## src/rtl/fwd_pkg.sv

```systemverilog
// Shared types for the forwarding/hazard controller: shadow-pipeline tag layout,
// the register-file select code and a bubble constructor.
package fwd_pkg;

    // Tags carry a fixed-width destination; REG_W of the controller must not exceed it.
    localparam int FWD_DEST_W = 8;
    localparam int SEL_RF     = 0;

    typedef struct packed {
        logic [FWD_DEST_W-1:0] dest;
        logic                  wb_en;
        logic                  mem_read;
    } fwd_tag_t;

    function automatic fwd_tag_t fwd_bubble();
        fwd_tag_t t;
        t = '0;
        return t;
    endfunction

endpackage

```

## src/rtl/fwd_match.sv

```systemverilog
// Priority matcher for one source operand: per-entry match vector plus the
// 1-based index of the youngest (lowest) matching entry that may be selected.
module fwd_match
    import fwd_pkg::*;
#(
    parameter int REG_W    = 5,
    parameter int NUM_ENT  = 2,
    parameter int ZERO_REG = 0,
    parameter int SW       = $clog2(NUM_ENT + 1)
) (
    input  logic [REG_W-1:0]                      src_i,
    input  logic [NUM_ENT-1:0][FWD_DEST_W-1:0]    dest_i,
    input  logic [NUM_ENT-1:0]                    wen_i,
    input  logic [NUM_ENT-1:0]                    blk_i,
    output logic [NUM_ENT-1:0]                    match_o,
    output logic [SW-1:0]                         sel_o
);

    logic                 src_zero;
    logic [NUM_ENT-1:0]   m;

    assign src_zero = (ZERO_REG != 0) && (src_i == '0);

    always_comb begin
        m     = '0;
        sel_o = '0;
        for (int i = 0; i < NUM_ENT; i++)
            m[i] = wen_i[i] && (dest_i[i] == FWD_DEST_W'(src_i)) && !src_zero;
        // Walk oldest to youngest so the youngest eligible producer is written last.
        for (int i = NUM_ENT - 1; i >= 0; i--)
            if (m[i] && !blk_i[i])
                sel_o = SW'(i + 1);
    end

    assign match_o = m;

endmodule

```

## src/rtl/forward_ctrl.sv

```systemverilog
// EXE-stage forwarding select and ID hazard-stall controller with its own
// shadow pipeline of destination tags and a saturating stall counter.
module forward_ctrl
    import fwd_pkg::*;
#(
    parameter int REG_W      = 5,
    parameter int NUM_SRC    = 3,
    parameter int FWD_STAGES = 2,
    parameter int ZERO_REG   = 0,
    parameter int SEL_W      = $clog2(FWD_STAGES + 1)
) (
    input  logic                       clk,
    input  logic                       rst,
    input  logic                       id_valid,
    input  logic [NUM_SRC*REG_W-1:0]   id_src,
    input  logic [NUM_SRC-1:0]         id_src_used,
    input  logic [REG_W-1:0]           id_dest,
    input  logic                       id_wb_en,
    input  logic                       id_mem_read,
    input  logic                       fwd_en,
    input  logic                       mem_stall,
    input  logic                       flush,
    output logic [NUM_SRC*SEL_W-1:0]   sel,
    output logic                       hazard_stall,
    output logic [15:0]                stall_count
);

    localparam int HSW = $clog2(FWD_STAGES + 2);
    // A load sitting in stage 1 has no data yet, so it may match but never forward.
    localparam logic [FWD_STAGES-1:0] LD_BLK = FWD_STAGES'(1);

    logic [NUM_SRC-1:0][REG_W-1:0]      exe_src_q, exe_src_d;
    logic [NUM_SRC-1:0]                 exe_used_q, exe_used_d;
    fwd_tag_t                           exe_q, exe_d;
    fwd_tag_t [FWD_STAGES-1:0]          tag_q, tag_d;
    logic [15:0]                        cnt_q, cnt_d;

    logic [FWD_STAGES-1:0][FWD_DEST_W-1:0] tag_dest;
    logic [FWD_STAGES-1:0]              tag_wen, tag_ld;

    logic [NUM_SRC-1:0][FWD_STAGES-1:0] fwd_m;
    logic [NUM_SRC-1:0][SEL_W-1:0]      fwd_s;
    logic [NUM_SRC-1:0][FWD_STAGES:0]   hz_m;
    logic [NUM_SRC-1:0][HSW-1:0]        hz_s;
    logic [NUM_SRC-1:0]                 hz_op;

    always_comb begin
        tag_dest = '0;
        tag_wen  = '0;
        tag_ld   = '0;
        for (int i = 0; i < FWD_STAGES; i++) begin
            tag_dest[i] = tag_q[i].dest;
            tag_wen[i]  = tag_q[i].wb_en;
            tag_ld[i]   = tag_q[i].mem_read;
        end
    end

    for (genvar k = 0; k < NUM_SRC; k++) begin : g_op
        fwd_match #(
            .REG_W    (REG_W),
            .NUM_ENT  (FWD_STAGES),
            .ZERO_REG (ZERO_REG),
            .SW       (SEL_W)
        ) u_fwd (
            .src_i   (exe_src_q[k]),
            .dest_i  (tag_dest),
            .wen_i   (tag_wen),
            .blk_i   (tag_ld & LD_BLK),
            .match_o (fwd_m[k]),
            .sel_o   (fwd_s[k])
        );

        // Entry 0 is EXE, entries 1..FWD_STAGES are the tags; ID only checks older work.
        fwd_match #(
            .REG_W    (REG_W),
            .NUM_ENT  (FWD_STAGES + 1),
            .ZERO_REG (ZERO_REG),
            .SW       (HSW)
        ) u_hz (
            .src_i   (id_src[k*REG_W +: REG_W]),
            .dest_i  ({tag_dest, exe_q.dest}),
            .wen_i   ({tag_wen, exe_q.wb_en}),
            .blk_i   ('0),
            .match_o (hz_m[k]),
            .sel_o   (hz_s[k])
        );

        assign sel[k*SEL_W +: SEL_W] = (fwd_en && exe_used_q[k] && |fwd_m[k]) ? fwd_s[k]
                                                                              : SEL_W'(SEL_RF);
        assign hz_op[k] = id_valid && id_src_used[k] &&
                          (fwd_en ? (hz_s[k] == HSW'(1) && exe_q.mem_read) : |hz_m[k]);
    end

    assign hazard_stall = !flush && |hz_op;
    assign stall_count  = cnt_q;

    always_comb begin
        exe_src_d  = exe_src_q;
        exe_used_d = exe_used_q;
        exe_d      = exe_q;
        tag_d      = tag_q;
        cnt_d      = cnt_q;
        if (!mem_stall) begin
            tag_d[0] = exe_q;
            for (int i = 1; i < FWD_STAGES; i++)
                tag_d[i] = tag_q[i-1];
            exe_src_d  = '0;
            exe_used_d = '0;
            exe_d      = fwd_bubble();
            // hazard_stall is already low under flush, so flush keeps priority.
            if (hazard_stall) begin
                if (cnt_q != 16'hFFFF)
                    cnt_d = cnt_q + 16'd1;
            end else if (!flush && id_valid) begin
                exe_src_d      = id_src;
                exe_used_d     = id_src_used;
                exe_d.dest     = FWD_DEST_W'(id_dest);
                exe_d.wb_en    = id_wb_en;
                exe_d.mem_read = id_mem_read;
            end
        end
    end

    always_ff @(posedge clk or posedge rst) begin
        if (rst) begin
            exe_src_q  <= '0;
            exe_used_q <= '0;
            exe_q      <= fwd_bubble();
            tag_q      <= {FWD_STAGES{fwd_bubble()}};
            cnt_q      <= '0;
        end else begin
            exe_src_q  <= exe_src_d;
            exe_used_q <= exe_used_d;
            exe_q      <= exe_d;
            tag_q      <= tag_d;
            cnt_q      <= cnt_d;
        end
    end

endmodule
```

## config.mk

```make
export PLATFORM = sky130hd
export DESIGN_NAME = forward_ctrl
export DESIGN_NICKNAME = d
export VERILOG_FILES = /design/src/rtl/fwd_pkg.sv /design/src/rtl/fwd_match.sv /design/src/rtl/forward_ctrl.sv
export SDC_FILE = /design/constraint.sdc
export NUM_CORES = 1
export LEC_CHECK = 0
export BUFFER_PORTS_ARGS = -buffer_cell sky130_fd_sc_hd__buf_2
export CORE_MARGIN = 3
export CORE_UTILIZATION = 47
export CTS_BUF_LIST = sky130_fd_sc_hd__clkbuf_8
export DETAILED_ROUTE_END_ITERATION = 12
export GPL_ROUTABILITY_DRIVEN = 0
export PLACE_DENSITY = 0.69
export SETUP_SLACK_MARGIN = 0.5
export SLEW_MARGIN = 0
export SYNTH_ARGS = -nofsm -noshare
export SYNTH_HDL_FRONTEND = slang
export SYNTH_SLANG_ARGS = --single-unit
```

## constraint.sdc

```tcl
create_clock -name clk -period 3.4 [get_ports clk]
set_clock_uncertainty 0.05 [all_clocks]
set_input_delay 0 -clock clk [delete_from_list [all_inputs] [get_ports clk]]
set_output_delay 0 -clock clk [all_outputs]
set_load 0.005 [all_outputs]
```

==> results of run 1 <==
-- state kept, by name, indices dropped and copies added, names as in the netlist --
name	cells
stall_count	16
exe_src_q	15
tag_dest	10
exe_q	7
exe_used_q	3
tag_q	2
tag_ld	1
-- per-layer routing --
| layer | routed length, um | share of wire (%) | track usage, % |
|---|---|---|---|
| met5 | 0 | 0 | 0 |
| met4 | 104 | 1.3 | 6.276 |
| met3 | 370 | 4.8 | 3.293 |
| met2 | 3693 | 48 | 35.21 |
| met1 | 3576 | 46 | 29.10 |
-- cell usage after synthesis, drive strengths merged, types with 3 or more instances --
library cell | n | area (um^2)
dfrtp | 54 | 1351
xor2 | 50 | 437.9
xnor2 | 35 | 306.5
a22o | 24 | 210.2
nor3 | 16 | 80.08
nand4 | 14 | 87.58
mux2 | 13 | 150.1
buf | 12 | 65.06
nand2 | 10 | 40.04
nor4 | 10 | 62.56
clkbuf | 9 | 33.78
and3 | 8 | 50.05
inv | 4 | 15.01
nand3 | 4 | 20.02
nor3b | 4 | 30.03
a32o | 3 | 30.03
nand2b | 3 | 18.77
nor2 | 3 | 11.26
-- cell type report --
| class | count | share of cell area (%) |
|---|---|---|
| multi-input combinational | 217 | 44.25 |
| sequential | 54 | 35.29 |
| timing repair buffer | 83 | 14.71 |
| tap | 77 | 2.516 |
| clock buffer | 5 | 1.797 |
| clock inverter | 3 | 1.046 |
| inverter | 4 | 0.3922 |
-- worst max-delay path by stage --
stage | startpoint | to
after floorplan | exe_q[5]$_DFFE_PP0N_ | stall_count[1]$_DFFE_PP0P_
after global placement | exe_q[5]$_DFFE_PP0N_ | stall_count[1]$_DFFE_PP0P_
after detailed placement | exe_q[5]$_DFFE_PP0N_ | stall_count[1]$_DFFE_PP0P_
after CTS | exe_q[5]$_DFFE_PP0N_ | stall_count[1]$_DFFE_PP0P_
after global routing | exe_q[5]$_DFFE_PP0N_ | stall_count[1]$_DFFE_PP0P_
final | exe_q[5]$_DFFE_PP0N_ | stall_count[1]$_DFFE_PP0P_
-- cells by family (layout without fill, tap and decap cells) --
logic type	Yosys count	after routing	share of synthesized area, %
AO/OA/AOI/OAI	35	35	9.584
XOR/XNOR	85	85	23.56
adder cells (fa/ha/maj)	1	1	0.3960
buffers and inverters	25	95	3.604
flip-flops	54	54	42.77
multiplexers	13	13	4.752
AND/OR/NAND/NOR	83	83	15.33
-- worst register-to-register path, cell delays in order, from the launching register on --
cell	delay, ns
dfrtp_1	0.45
xor2_1	0.19
or4_1	0.50
o22ai_1	0.20
nor3_1	0.10
and2_1	0.34
or3_4	0.48
mux2_4	0.30
-- through the flow --
| step | worst slack [ns] | instances |
|---|---|---|
| 2_1_floorplan | 0.9912 | 296 |
| 3_3_place_gp | 0.7986 | 406 |
| 3_5_place_dp | 0.7258 | 406 |
| 4_1_cts | 0.7148 | 443 |
| 5_1_grt | 0.5289 | 443 |
| 6_report | 0.6951 | 443 |
-- power groups by stage --
| stage | combinational [uW] | sequential [uW] | clock, uW |
|---|---|---|---|
| global route | 266 | 741 | 461 |
| detailed placement | 214 | 747 | 0 |
| CTS | 240 | 734 | 437 |
| global placement | 209 | 746 | 0 |
| finish | 240 | 735 | 425 |
| floorplan | 185 | 705 | 0 |
==> out/results.txt, run 1 <==
die width: 87.99 um
fillers: 549
IO Port Bufs: 53
Post CTS Setup Buffer Count: 0
via/cell ratio: 5.749
Critical Path Sink Type: flip-flop
CP max stage delay: 0.50 ns
Worst Tran Pin Value: 1.124 ns
crit path max fanout: 16
Resized cells post-CTS: 0
GRT overflow: 0
Routed Antenna Nets: 0
Seq pwr share: 52.5%
Mapped Cells: 296
sw power: 380.4 uW
Top delay family on crit path: simple AND/OR/NAND/NOR gates
RSZ-0062 raised after global routing: no
reg-to-reg endpoint: stall_count[1]$_DFFE_PP0P_
Max stage delay cell, worst path: or4_1
first-pass GRT wire length: 12.85 mm
# nets final: 397
Leakage Power: 0.001887 uW
GRT Util Overall: 21.37%
# Max-Cap Violations: 0
Clk pwr share: 30.4%
number of flops mapped to enable cells by yosys: 0
hold path startpoint: flush
commonest cells after routing, fill and taps aside: dfrtp_1, buf_2, xor2_1
Worst EP arrival: 2.86 ns
Final Max Tran Viols: 0
Max Buffers Root-to-Sink: 2
P per Cell Area: 365.7 mW/mm^2
routed vias: 2,547
CP Launch Type: flip-flop
drt initial violations: 126
clock sink count: 54
area of the multi-input gates: 0.001694 mm^2
hold depth: 4
r2r startpoint: exe_q[5]$_DFFE_PP0N_
final instance area: 0.003829 mm^2
Avg WL per Cell: 17.48 um
worst hold margin: 0.1210 ns
Mapped Nets: 328
dpl cell area: 0.003430 mm^2
H-tree levels: 2
Layout area overhead: 21.19%
Routed WL: 7.745 mm
CP bufs+invs: 0
Worst slew margin: 25.06%
CTS buffer count: 5
combinational share of power: 17.1%
antenna violations before repair: 0
FF+latch area: 0.001351 mm^2
CP Cell Sequence: xor2_1, or4_1, o22ai_1, nor3_1, and2_1, or3_4, mux2_4
Post-Syn Area per Cell: 10.67 um^2
# setup viols final: 0
Yosys warnings: 0
CTS tree: yes
I/O pin count: 54
largest net degree at the start of global routing: 55
HP Class: in -> reg
Total Die Area: 0.007741 mm^2
Core Area: 0.006422 mm^2
DP Wirelength: 5.404 mm
min Tclk post-route: 2.705 ns
vias in the first global route: 2,513
share of post-route cells with drive strength above 1: 21.58%
most common cell after layout, fill and taps aside: dfrtp_1
Max VDD drop: 0.2202 mV
Final Hold Viols: 0
Worst R2R Setup Slack: 0.70 ns
hold endpoint: stall_count[0]$_DFFE_PP0P_
status: finished clean
# hold bufs at CTS: 29
Final period util: 79.55%
setup TNS: 0 ns
synthesized flop and latch total: 54
register area share after synthesis: 42.77%
asr flop ratio synth: 100.0%
clk_lat worst skew: 0.31 ns
internal power: 1020 uW
Row Count: 29
Peak Freq: 369.7 MHz
Final Util: 59.61%
cell area after synthesis: 0.003159 mm^2
total power: 1400 uW
Sw Ratio: 27.17%
Most used DFF post-synth: dfrtp_1
synth unique cells: 38
CTS root buf: clkbuf_8
# DRC: 0
cells on worst reg2reg path: 7
Critical Path Stages: 7
Ant. Diodes: 0
Initial Util: 49.19%
Setup Crit Path Kind: reg -> reg
clk slew on worst S/H paths: 0.09 ns
Critical Path RT: 3.55 ns
die height: 87.99 um
Pre-antenna DRT Iters: 5
No activity file was read; power rests on OpenSTA's default activity.
==> inputs of run 2 (changes only) <==
--- a/config.mk
+++ b/config.mk
@@ -5,13 +5,14 @@
 export SDC_FILE = /design/constraint.sdc
 export NUM_CORES = 1
 export LEC_CHECK = 0
+export ABC_AREA = 1
 export BUFFER_PORTS_ARGS = -buffer_cell sky130_fd_sc_hd__buf_2
 export CORE_MARGIN = 3
 export CORE_UTILIZATION = 47
 export CTS_BUF_LIST = sky130_fd_sc_hd__clkbuf_8
 export DETAILED_ROUTE_END_ITERATION = 12
 export GPL_ROUTABILITY_DRIVEN = 0
-export PLACE_DENSITY = 0.69
+export PLACE_DENSITY = 0.7
 export SETUP_SLACK_MARGIN = 0.5
 export SLEW_MARGIN = 0
 export SYNTH_ARGS = -nofsm -noshare
==> constraint.sdc (replaced) <==
create_clock -name clk -period 2.3 [get_ports clk]
set_clock_uncertainty 0.05 [all_clocks]
set_input_delay 0 -clock clk [delete_from_list [all_inputs] [get_ports clk]]
set_output_delay 0 -clock clk [all_outputs]
set_load 0.005 [all_outputs]
==> run 2 against run 1 <==
  * Wire length rose by 58%
  * Cell area grew 27%
  * Cell count increased by 72%
  * Via count is 66% higher
  * First-iteration DRC count increased to 3.4 times the previous value
  * Sequential power rose by 47%
  * Largest cell class unchanged
==> out/results.txt, run 2 <==
antenna violations before repair: 0
register area share after synthesis: 35.03%
Yosys top cell area share: 35.03%
first-pass GRT wire length: 19.88 mm
most common cell in the netlist: nand2_1
routed vias: 4,237
Worst slew margin: 36.72%
Post-synth top cells: nand2_1, dfrtp_1, inv_1
CP max stage delay: 0.48 ns
clock sink count: 54
Final Util: 61.89%
cells on worst reg2reg path: 14
DP Wirelength: 8.320 mm
r2r startpoint: tag_dest[1]$_DFFE_PP0N_
Leakage Power: 0.002546 uW
Routed WL: 12.28 mm
Routed Antenna Nets: 0
synth unique cells: 32
Ant. Diodes: 0
commonest cells after routing, fill and taps aside: nand2_1, buf_2, inv_1
hold depth: 4
Final period util: 88.10%
Pre-antenna DRT Iters: 7
max reg flops: 16
clk slew on worst S/H paths: 0.11 ns
vias in the first global route: 4,097
Worst EP arrival: 1.98 ns
HP Class: in -> reg
Mapped Nets: 607
status: finished clean
Top delay family on crit path: buffers and inverters
# DRC: 0
RSZ-0062 raised after global routing: yes
cell area after synthesis: 0.003857 mm^2
hold path startpoint: id_src[7]
share of post-route cells with drive strength above 1: 24.81%
# Max-Cap Violations: 0
Max VDD drop: 0.2199 mV
Critical Path RT: 2.25 ns
reg-to-reg endpoint: stall_count[11]$_DFFE_PP0P_
CTS root buf: clkbuf_8
Crit path top cell by count: buf_4
Yosys top cell by area: dfrtp_1
Worst Tran Pin Value: 0.9482 ns
fin cells: 763
die width: 96.60 um
asr flop ratio synth: 100.0%
Max Buffers Root-to-Sink: 2
crit path max fanout: 6
via/cell ratio: 5.553
CP Launch Point: tag_dest[2]$_DFFE_PP0N_
CP Launch Type: flip-flop
Final Hold Viols: 0
Layout area overhead: 25.92%
Mapped Cells: 575
Initial Util: 49.15%
drt initial violations: 426
largest net degree at the start of global routing: 51
# nets final: 692
Most used DFF post-synth: dfrtp_1
CP bufs+invs: 4
GRT Util Overall: 27.36%
H-tree levels: 2
GRT overflow: 0
hold endpoint: exe_src_q[7]$_DFFE_PP0N_
Final Max Tran Viols: 0
CTS tree: yes
Yosys warnings: 0
I/O pin count: 54
min Tclk post-route: 2.026 ns
Max stage delay cell, worst path: dfrtp_2
placed insts: 715
Synth area leaders: dfrtp_1, nand2_1, inv_1, xor2_1, nand3b_1
number of flops mapped to enable cells by yosys: 0
P per Cell Area: 471.8 mW/mm^2
Avg WL per Cell: 16.09 um
most common cell after layout, fill and taps aside: nand2_1
CTS buffer count: 5
synthesized flop and latch total: 54
Post-Syn Area per Cell: 6.709 um^2
setup TNS: 0 ns
die height: 96.60 um
Total Die Area: 0.009331 mm^2
# setup viols final: 0
Critical Path Sink Type: output pin
clk_lat worst skew: 0.31 ns
Core Area: 0.007848 mm^2
CP Cell Sequence: inv_4, buf_4, buf_4, nand2_1, o21ai_1, a221oi_1, nand3_1, nor3_1, buf_2
Row Count: 32
IO Port Bufs: 53
Peak Freq: 493.5 MHz
Setup Crit Path Kind: reg -> out
Worst R2R Setup Slack: 0.32 ns
## run 2: cell count changes after synthesis, sizes merged, moves of 24 or more
| cell | before | now |
|---|---|---|
| inv | 4 | 58 |
| nand2 | 10 | 238 |
| xnor2 | 35 | 9 |
| a22o | 24 | 0 |
| nor2 | 3 | 43 |
| xor2 | 50 | 20 |
## run 2: logic make-up (layout without fill, tap and decap cells)
family / after synthesis / after routing / synth area share (%)
fa+ha+maj: 1 / 1 / 0.3243
xor+xnor: 29 / 29 / 6.585
buf+inv: 83 / 166 / 9.374
flops: 54 / 54 / 35.03
compound gates: 44 / 44 / 6.682
simple gates: 363 / 366 / 41.71
mux: 1 / 1 / 0.2919
## run 2: stage by stage
stage	power [uW]	hold WS (ns)	instance area, um^2	setup slack [ns]
after floorplan	1370	0.06058	3881	0.5107
after global placement	1506	-0.1199	4198	0.2233
after detailed placement	1511	-0.1165	4198	0.1586
after CTS	2240	0.0008420	4718	0.3300
after global routing	2402	0.02239	4857	0.1825
final	2292	0.008424	4857	0.2736
## run 2: area by class of cell
cell class | instances | area (um^2)
tap | 102 | 127.6
multi-input combinational | 441 | 2333
fill | 742 | 2990
sequential | 54 | 1370
clock buffer | 5 | 68.82
timing repair buffer | 100 | 673.1
clock inverter | 3 | 43.79
inverter | 58 | 240.2
## run 2: metal layers
| metal | vias up | track usage, % | wire [um] |
|---|---|---|---|
| met2 | 226 | 42.30 | 5583 |
| met4 | 0 | 9.579 | 257 |
| li1 | 2013 | - | - |
| met5 | - | 0 | 0 |
| met1 | 1971 | 38.89 | 5373 |
| met3 | 27 | 4.260 | 1061 |
## run 2: where the power goes
| group | internal, uW | switching [uW] | total, uW |
|---|---|---|---|
| Sequential | 1000 | 81.8 | 1080 |
| Combinational | 225 | 318 | 544 |
| Clock | 327 | 338 | 666 |
## run 2: worst max-delay path by stage
stage / cells after the start / slack (ns) / to
CTS: 13 / 0.33 / hazard_stall
finish: 9 / 0.27 / sel[4]
floorplan: 9 / 0.51 / stall_count[10]$_DFFE_PP0P_
global route: 15 / 0.18 / stall_count[13]$_DFFE_PP0P_
global placement: 9 / 0.22 / stall_count[1]$_DFFE_PP0P_
detailed placement: 9 / 0.16 / stall_count[8]$_DFFE_PP0P_
## run 2: tightest hold or removal path: cells and delay by family
family                 cells  cell delay [ns]
buffers and inverters      1             0.14
AND/OR/NAND/NOR            3             0.21
## run 2: what timing repair did
action | CTS | global route
resized for setup | 37 | 32
buffers inserted | 18 | 5
pin swaps | 10 | 17
hold buffers | 13 | 0
endpoints found under the setup margin | 48 | 48
endpoints found under the hold margin | 66 | 0
gates cloned | 4 | 0
==> inputs of run 3 (changes only) <==
--- a/config.mk
+++ b/config.mk
@@ -12,7 +12,7 @@
 export CTS_BUF_LIST = sky130_fd_sc_hd__clkbuf_8
 export DETAILED_ROUTE_END_ITERATION = 12
 export GPL_ROUTABILITY_DRIVEN = 0
-export PLACE_DENSITY = 0.7
+export PLACE_DENSITY = 0.78
 export SETUP_SLACK_MARGIN = 0.5
 export SLEW_MARGIN = 0
 export SYNTH_ARGS = -nofsm -noshare
==> run 3 against run 2 <==
  * Register-to-register slack worse by 0.03 ns
  * Non-clock buffer count up 2
  * First-iteration DRC count up 6.8%
  * Critical path type is now reg -> reg
  * Highest routed layer unchanged
==> out/results.txt, run 3 (synthesis results as in run 2) <==
status: finished clean
Final period util: 87.28%
Worst Tran Pin Value: 0.8971 ns
cells on worst reg2reg path: 8
I/O pin count: 54
Final Hold Viols: 0
largest net degree at the start of global routing: 51
routed vias: 4,365
antenna violations before repair: 0
DP Wirelength: 8.159 mm
drt initial violations: 455
r2r startpoint: stall_count[1]$_DFFE_PP0P_
RSZ-0062 raised after global routing: yes
Ant. Diodes: 0
placed insts: 714
# nets final: 694
hold endpoint: exe_src_q[5]$_DFFE_PP0N_
first-pass GRT wire length: 20.13 mm
internal power: 1481 uW
reg-to-reg endpoint: stall_count[15]$_DFFE_PP0P_
via/cell ratio: 5.706
CP max stage delay: 0.40 ns
CTS buffer count: 5
GRT overflow: 0
Critical Path RT: 2.47 ns
IO Port Bufs: 53
# Max-Cap Violations: 0
hold path startpoint: id_src[5]
Sw Ratio: 32.76%
Pre-antenna DRT Iters: 6
CP bufs+invs: 0
Avg WL per Cell: 15.93 um
Max stage delay cell, worst path: dfrtp_1
Worst EP arrival: 2.17 ns
Crit path top cell by count: nand3_2
Max Buffers Root-to-Sink: 2
Leakage Power: 0.002564 uW
CP Launch Type: flip-flop
Routed WL: 12.18 mm
fin cells: 765
vias in the first global route: 4,163
Setup Crit Path Kind: reg -> reg
clk slew on worst S/H paths: 0.10 ns
worst hold margin: 0.006375 ns
Routed Antenna Nets: 0
CTS tree: yes
Total Die Area: 0.009331 mm^2
Layout area overhead: 26.56%
Final Max Tran Viols: 0
min Tclk post-route: 2.007 ns
Core Area: 0.007848 mm^2
CP Launch Point: stall_count[1]$_DFFE_PP0P_
Seq pwr share: 49.0%
CP Cell Sequence: ha_2, nand3_2, nor3_4, nand2_2, nor2_4, nand3_2, nand4_1, nand2_1
P per Cell Area: 451.2 mW/mm^2
Top delay family on crit path: simple AND/OR/NAND/NOR gates
die height: 96.60 um
combinational share of power: 25.1%
Critical Path Sink Type: flip-flop
# DRC: 0
Worst R2R Setup Slack: 0.29 ns
crit path max fanout: 8
share of post-route cells with drive strength above 1: 23.98%
commonest cells after routing, fill and taps aside: nand2_1, buf_2, inv_1
Clk pwr share: 25.9%
Initial Util: 49.15%
Worst slew margin: 40.13%
CTS root buf: clkbuf_8
clock sink count: 54
HP Class: in -> reg
max reg flops: 16
Max VDD drop: 0.2433 mV
die width: 96.60 um
hold depth: 4
Peak Freq: 498.2 MHz
# setup viols final: 0
Row Count: 32
sw power: 721.6 uW
setup TNS: 0 ns
most common cell after layout, fill and taps aside: nand2_1
clk_lat worst skew: 0.31 ns
GRT Util Overall: 27.82%
H-tree levels: 2
==> run 3: changes by cell type in the layout (fill, tap and decap cells not counted), moves of 2 or more <==
cell | before | now
buf_6 | 4 | 7
clkinv_4 | 0 | 2
dfrtp_1 | 39 | 42
dfrtp_2 | 15 | 12
inv_2 | 5 | 3
inv_4 | 5 | 7
inv_6 | 3 | 1
nand2_1 | 228 | 230
nand2_2 | 10 | 8
nand3_1 | 15 | 18
nand3_2 | 6 | 4
nor2_1 | 35 | 37
==> run 3: how the worst max path moves through the flow <==
stage	endpoint	slack, ns	cells past startpoint
floorplan	stall_count[10]$_DFFE_PP0P_	0.51	9
global placement	stall_count[14]$_DFFE_PP0P_	0.18	14
detailed placement	stall_count[6]$_DFFE_PP0P_	0.13	14
CTS	hazard_stall	0.32	13
global route	stall_count[5]$_DFFE_PP0P_	0.12	15
finish	stall_count[15]$_DFFE_PP0P_	0.29	8
==> run 3: power groups by stage <==
stage	logic (uW)	registers [uW]	clock network [uW]
after floorplan	316	1050	0
after global placement	406	1090	0
after global routing	615	1080	623
after detailed placement	416	1090	0
final	554	1080	570
after CTS	504	1070	582
==> run 3: worst register-to-register path, stage by stage (launching register included) <==
cell     delay [ns]
dfrtp_1        0.40
ha_2           0.21
nand3_2        0.14
nor3_4         0.31
nand2_2        0.15
nor2_4         0.17
nand3_2        0.22
nand4_1        0.20
nand2_1        0.06
==> run 3: layout make-up <==
class / instances / area [um^2]
clock inverter: 2 / 17.52
tap: 102 / 127.6
multi-input combinational: 441 / 2326
clock buffer: 6 / 82.58
sequential: 54 / 1366
fill: 716 / 2965
timing repair buffer: 102 / 721.9
inverter: 58 / 240.2
==> run 3: per-stage QoR <==
stage	setup WS [ns]	instance area (um^2)	util (%)	total power (uW)
finish	0.2926	4882	62.21	2203
detailed placement	0.1273	4190	53.40	1510
global placement	0.1833	4190	53.40	1499
floorplan	0.5107	3881	-	1370
CTS	0.3181	4752	60.55	2157
global route	0.1215	4882	62.21	2322
==> run 3: what timing repair did <==
action | CTS | global route
endpoints found under the hold margin | 64 | 0
setup endpoints to repair | 46 | 48
pin swaps | 11 | 12
gates resized for setup | 38 | 25
setup buffers | 21 | 5
gates cloned | 5 | 0
hold buffers | 12 | 0
==> run 3: layer usage <==
metal | up-vias | share of wire (%) | GRT usage, %
li1 | 2021 | - | -
met1 | 1998 | 41 | 38.57
met2 | 313 | 45 | 43.16
met3 | 33 | 11 | 5.655
met4 | 0 | 2.7 | 9.813
met5 | - | 0 | 0
